==> src/rtl/rom_arbiter.sv <==
// Two-requester (fetch/debug) arbiter in front of a single-port combinational ROM.
// One read per cycle: accept at E, ROM address valid E..E+1, data captured at E+1.

module rom_arbiter_rsp (
  input  logic        clk,
  input  logic        rst_n,
  input  logic        cap,
  input  logic [28:0] rom_data,
  output logic        valid,
  output logic [28:0] data
);
  always_ff @(posedge clk or negedge rst_n) begin
    if (!rst_n) begin
      valid <= 1'b0;
      data  <= '0;
    end else begin
      valid <= cap;
      if (cap) data <= rom_data;
    end
  end
endmodule

module rom_arbiter #(
  parameter int STARVE_MAX = 4
) (
  input  logic        clk,
  input  logic        rst_n,
  input  logic        f_req,
  input  logic [10:0] f_addr,
  output logic        f_gnt,
  output logic        f_valid,
  output logic [28:0] f_data,
  input  logic        d_req,
  input  logic [10:0] d_addr,
  output logic        d_gnt,
  output logic        d_valid,
  output logic [28:0] d_data,
  output logic [10:0] AddrROM,
  input  logic [28:0] DataROM
);
  localparam int NUM_REQ = 2;
  localparam int CW = ($clog2(STARVE_MAX + 1) > 3) ? $clog2(STARVE_MAX + 1) : 3;

  logic          pipe_busy;
  logic          owner;      // 0 = fetch, 1 = debug
  logic [CW-1:0] starve_cnt;
  logic          starved, win_f, win_d;

  logic [NUM_REQ-1:0]       cap, vld;
  logic [NUM_REQ-1:0][28:0] rdata;

  // Debug only overrides fetch once it has watched STARVE_MAX fetch grants go by.
  assign starved = d_req && (starve_cnt == CW'(STARVE_MAX));
  assign win_f   = f_req && !starved;
  assign win_d   = d_req && (!f_req || starved);

  always_ff @(posedge clk or negedge rst_n) begin
    if (!rst_n) begin
      AddrROM    <= '0;
      owner      <= 1'b0;
      pipe_busy  <= 1'b0;
      f_gnt      <= 1'b0;
      d_gnt      <= 1'b0;
      starve_cnt <= '0;
    end else begin
      f_gnt     <= win_f;
      d_gnt     <= win_d;
      pipe_busy <= win_f | win_d;
      if (win_f) begin
        AddrROM <= f_addr;
        owner   <= 1'b0;
      end else if (win_d) begin
        AddrROM <= d_addr;
        owner   <= 1'b1;
      end
      if (win_d || !d_req)
        starve_cnt <= '0;
      else if (win_f && starve_cnt != CW'(STARVE_MAX))
        starve_cnt <= starve_cnt + 1'b1;
    end
  end

  assign cap[0] = pipe_busy && !owner;
  assign cap[1] = pipe_busy &&  owner;

  for (genvar i = 0; i < NUM_REQ; i++) begin : g_rsp
    rom_arbiter_rsp u_rsp (
      .clk      (clk),
      .rst_n    (rst_n),
      .cap      (cap[i]),
      .rom_data (DataROM),
      .valid    (vld[i]),
      .data     (rdata[i])
    );
  end

  assign f_valid = vld[0];
  assign d_valid = vld[1];
  assign f_data  = rdata[0];
  assign d_data  = rdata[1];
endmodule
==> config.mk <==
export PLATFORM = sky130hd
export DESIGN_NAME = rom_arbiter
export DESIGN_NICKNAME = d
export VERILOG_FILES = /design/src/rtl/rom_arbiter.sv
export SDC_FILE = /design/constraint.sdc
export NUM_CORES = 1
export LEC_CHECK = 0
export ABC_CLOCK_PERIOD_IN_PS = 1180
export CAP_MARGIN = 0
export CELL_PAD_IN_SITES_DETAIL_PLACEMENT = 2
export CELL_PAD_IN_SITES_GLOBAL_PLACEMENT = 2
export CORE_ASPECT_RATIO = 1.25
export CORE_MARGIN = 3
export CORE_UTILIZATION = 25
export CTS_CLUSTER_DIAMETER = 200
export DETAILED_ROUTE_END_ITERATION = 7
export PLACE_DENSITY = 0.72
export SLEW_MARGIN = 20
export SYNTH_ARGS = -nofsm -noshare
export SYNTH_HDL_FRONTEND = slang
export SYNTH_HIERARCHICAL = 1
export SYNTH_SLANG_ARGS = --single-unit
==> constraint.sdc <==
create_clock -name clk -period 1.18 [get_ports clk]
set_input_delay 0.118 -clock clk [delete_from_list [all_inputs] [get_ports clk]]
set_output_delay 0.118 -clock clk [all_outputs]
set_load 0.02 [all_outputs]
# After elaboration in Yosys (flattened, before gate mapping)
# Index checks and enable logic that the tools add are counted.
# totals
romBits	0
output_inout_bits	73
word_cells	34
ram_bits	0
memories	0
latch_bits	0
ff_bits	78
# op_classes
reduce_logical	14
n_lt_le_gt_ge	0
n_eq_ne	2
n_mux	6
multipliers	0
bitwise_logic	1
n_addsub	1
shifts	0
div	0
# ops
cell	n
11-bit two-way mux	2
1-bit logical AND	6
3-bit two-way mux	2
1-bit zero test	4
2-bit nonzero test	2
3-bit by 1-bit adder with 3-bit output (second input constant)	1
3-bit == test (second input constant)	1
3-bit inequality test (second input constant)	1
1-bit logical OR	2
1-bit two-way mux	2
1-bit OR	1

# Longest topological paths before layout
# depth
depth_word	7
ltp_mapped	7
mapped_depth_nobuf	5

# Hierarchy
# Netlist, hierarchy kept.
# modules_own_cells
module	cells_per_inst	area_per_inst_um2	seq_area_each_um2	instances
rom_arbiter_rsp	62	1142.3	750.7	2
rom_arbiter	73	865.8	450.4	1

# Worst setup path before layout
# Ideal clock, no wire load.
# synth_path
path_kind	register -> register
startpoint	reg owner
endpoint	reg g_rsp[0].u_rsp.data[17]
path_stages_with_launch	5
t_arrival_ps	1168
slack_ps	-114
setup_time_ps	125
path_cell_list	dfrtp_1 nor2b_1 buf_6 buf_6 mux2_4
# synth_between
elab_chain_len	2
# synth_lines
item	line	text
start, declared	45	logic owner;
start signal, assigned	60	owner <= 1'b0;
start signal, assigned	71	owner <= 1'b0;
start signal, assigned	74	owner <= 1'b1;
1-bit zero test	83	assign cap[0] = pipe_busy && !owner;
1-bit logical AND	83	
net cap[0]	49	logic [NUM_REQ-1:0] cap, vld;
end signal, assigned	18	if (cap) data <= rom_data;
end, declared	10	output logic [28:0] data
# The timed path passes the listed nets, and every way through them passes these cells.
# A chain may end at the register's enable or synchronous reset.

# Worst setup path in the final report
# layout_path
startpoint	reg owner
endpoint	reg g_rsp[0].u_rsp.data[11]
# The elaborated chain is that of the path after synthesis.

==> qor.txt <==
CRITICAL PATH
--------------------------------------------------------------------------------------
Worst-path maximum fanout                                                           22
Cell with the biggest individual delay on the critical path                    dfrtp_1
R2R depth                                                                            3
Delay contributed by the slowest stage of the critical path                     410 ps
Cell breakdown of the critical path                                       nor2b_4 -> buf_12 -> mux2_2
Critical Path Sink Type                                                       register
Worst path top cell family by delay                                         flip-flops
Path length in cells of the critical path                                            3
Data arrival time of the critical path                                         1460 ps
Category of the worst setup path launch point                                 register
Req. time, crit path                                                           1380 ps
Worst Path Class, Setup                                                   register to register
Critical path buffer and inverter count                                              1

POWER
--------------------------------------------------------------------------------------
Pwr dens                                                                  1530 mW/mm^2
Relative contribution of combinational cells to total power                      0.263
Part of the power in the clock network                                           0.329
P_leak                                                                      0.00234 uW
P_int                                                                          5740 uW
Worst vdd ir                                                                  0.560 mV
P_sw                                                                           2230 uW
Share of total power consumed by net switching                                   0.279
Sequential group share of total power                                            0.408

TIMING
--------------------------------------------------------------------------------------
Final worst path period need                                                   1260 ps
Slew @ Worst Pin                                                                439 ps
Period Utilization, post-route                                                    1.06
Final hold viol count                                                                0
Setup violation total in the final timing report                                    61
Pins Over Slew Limit                                                                 0
Post-route clock skew                                                          6.83 ps
Max frequency                                                                  796 MHz
Total negative setup slack                                                    -2690 ps
RSZ-0062 raised after global routing                                               yes
Worst-case setup margin in the final layout                                   -76.3 ps
Headroom to the max-slew limit                                                   0.707

PLACE
--------------------------------------------------------------------------------------
Detailed placement HPWL                                                        6210 um
Final RePlAce weighted congestion                                                0.683
I/O Buffers                                                                        127
Placed cells                                                                       489

SYNTHESIS
--------------------------------------------------------------------------------------
Sequential element share of the synthesized area                                 0.620
Mapped Avg Cell Area                                                         16.0 um^2
Number of storage elements in the synthesis netlist                                 78
Post-Synthesis Cell Area                                                  0.00315 mm^2
Post-synthesis cell count                                                          197
YS warnings                                                                          6
Number of distinct standard cells referenced by the synthesized netlist             20
Synthesized netlist net count                                                      254

DRT
--------------------------------------------------------------------------------------
Per-cell routed wire length                                                    18.0 um
Via total after detailed routing                                                  2191
First-pass iteration count of the detailed router                                    3
Sum of routed wire length over all layers                                      9180 um
Iteration-0 DRC count of the detailed router                                        31
DRT antenna net count                                                                0
Total DRC errors in the routed layout                                                0
Number of vias per cell                                                           4.30

FLOORPLANNING
--------------------------------------------------------------------------------------
Y dimension of the die                                                          132 um
Floorplan die area                                                         0.0140 mm^2
Initial Util                                                                     0.258
I/O pin cnt                                                                        128
Standard cell core area                                                    0.0122 mm^2
Row Count                                                                           45
Chip Width                                                                      106 um

LAYOUT
--------------------------------------------------------------------------------------
Inserted Diodes                                                                      0
Multi-input combinational cell area                                       0.00129 mm^2
Filler Cell Count                                                                 1228
Nets                                                                               400
Area Overhead vs Synth                                                           65.6%
Fraction of final layout cells sized beyond drive strength 1                     0.370
Footprint of the flip-flops and latches                                   0.00195 mm^2
Non-filler instance count after layout                                             510

OUTCOME
--------------------------------------------------------------------------------------
Outcome                                                                   finished with violations
Violated checks                                                           setup timing

CLOCK NETWORK
--------------------------------------------------------------------------------------
Clock-pin transition on the worst setup and hold timing paths                    60 ps
Worst-Skew Late Latency                                                         330 ps
Clk Tree Root Cell                                                           clkbuf_16
Deepest clock path buffer count                                                      2
TritonCTS clock tree                                                              done
Number of buffers created by CTS                                                     9
Clock sink count                                                                    78
Number of H-tree levels                                                              3

GLOBAL ROUTE
--------------------------------------------------------------------------------------
Total global routing track utilization                                           0.134
Pin count of the biggest net entering global routing                                79
Total congestion overflow                                                            0
Wire length of the first global-routing pass                                  14700 um
Via count of the first global-routing pass                                        2619
Number of antenna violations at the first check in global routing                    0

JOB
--------------------------------------------------------------------------------------
Max-cap violations                                                                   0

HOLD PATH
--------------------------------------------------------------------------------------
Class of the tightest hold or removal check                               input pin to async pin

[Yosys cell counts (all sizes together)]
library cell / count / share of area
dfrtp: 78 / 0.62
mux2: 58 / 0.23
nand3: 12 / 0.023
mux2i: 11 / 0.035
o21ai: 11 / 0.027
buf: 10 / 0.030
and3: 3 / 0.0060
and2: 2 / 0.0048
clkbuf: 2 / 0.0024
ha: 2 / 0.0079
inv: 2 / 0.0024
nor2: 2 / 0.0024
nor2b: 2 / 0.0040
or2: 1 / 0.0020
xor2: 1 / 0.0028
[cell families after synthesis]
family,Yosys count,synth area share
xor+xnor,1,0.00278
mux,69,0.266
fa+ha+maj,2,0.00794
compound gates,11,0.0270
flops,78,0.620
buf+inv,14,0.0346
simple gates,22,0.0421
[sequential cells by signal (all words and copies together), names as in the netlist]
name,count
AddrROM,11
d_gnt,1
f_gnt,1
g_rsp.u_rsp/data,58
g_rsp.u_rsp/valid,2
owner,1
pipe_busy,1
starve_cnt,3
[through the flow]
step	hold slack [ps]	cell area [um^2]	worst slack, ps	utilization	power [uW]
global placement	172	4700	-186	0.384	5410
finish	334	5220	-76.3	0.427	7970
floorplan	-178	3170	-64.9	-	4290
global route	370	5220	-126	0.427	8400
detailed placement	178	4700	-260	0.384	5480
CTS	361	5020	-90.0	0.411	8020
[worst min-delay path: stages]
cell	delay, ps
dlygate4sd3_1	520
buf_4	110
buf_12	320
[area by class of cell]
| cell class | instances | share of cell area |
|---|---|---|
| Timing Repair Buffer | 145 | 0.285 |
| Inverter | 2 | 0.00144 |
| Multi-Input combinational cell | 107 | 0.247 |
| Clock inverter | 5 | 0.0101 |
| Sequential cell | 78 | 0.374 |
| Clock buffer | 9 | 0.0432 |
| Tap cell | 164 | 0.0393 |
[per-layer routing]
layer,up-vias,GRT usage,part of all wire
met3,10,0.0398,0.064
met1,1128,0.155,0.39
met5,-,0,0
met4,0,0.0410,0.012
li1,980,-,-
met2,73,0.235,0.53
[placed cells by master (no fill, tap or decap), drive strengths merged, types with 3 or more instances in the layout]
master,count
clkdlybuf4s15,58
dlygate4sd2,13
and2,4
clkdlybuf4s50,53
mux2,58
clkinv,3
clkbuf,13
buf,16
o21ai,11
dfrtp,78
mux2i,11
nand3,12
and3,3
[worst paths after layout]
path,startpoint,to,slack (ps)
setup / recovery,owner,g_rsp[0].u_rsp/data[11],-80
min in group clk,f_addr[2],AddrROM[2],370
hold reg to reg,g_rsp[0].u_rsp/data[7],g_rsp[0].u_rsp/data[7],500
max in group asynchronous,rst_n,g_rsp[0].u_rsp/data[27],480
hold / removal,rst_n,g_rsp[0].u_rsp/data[15],330
setup reg to reg,owner,g_rsp[0].u_rsp/data[11],-80
[power groups by stage]
stage / combinational, uW / sequential [uW] / clock, uW
CTS: 2050 / 3250 / 2720
finish: 2090 / 3250 / 2620
floorplan: 581 / 3710 / 0
global placement: 2130 / 3280 / 0
global route: 2220 / 3300 / 2880
detailed placement: 2180 / 3300 / 0
[what timing repair did]
item / 4_1_cts / 5_1_grt
setup endpoints to repair: 147 / 123
cloned: 2 / 2
hold buffers: 1 / 0
pin swaps: 0 / 1
setup buffers: 1 / 1
gates resized for setup: 110 / 73
endpoints found under the hold margin: 78 / 0
(Power assumes the default switching activity.)
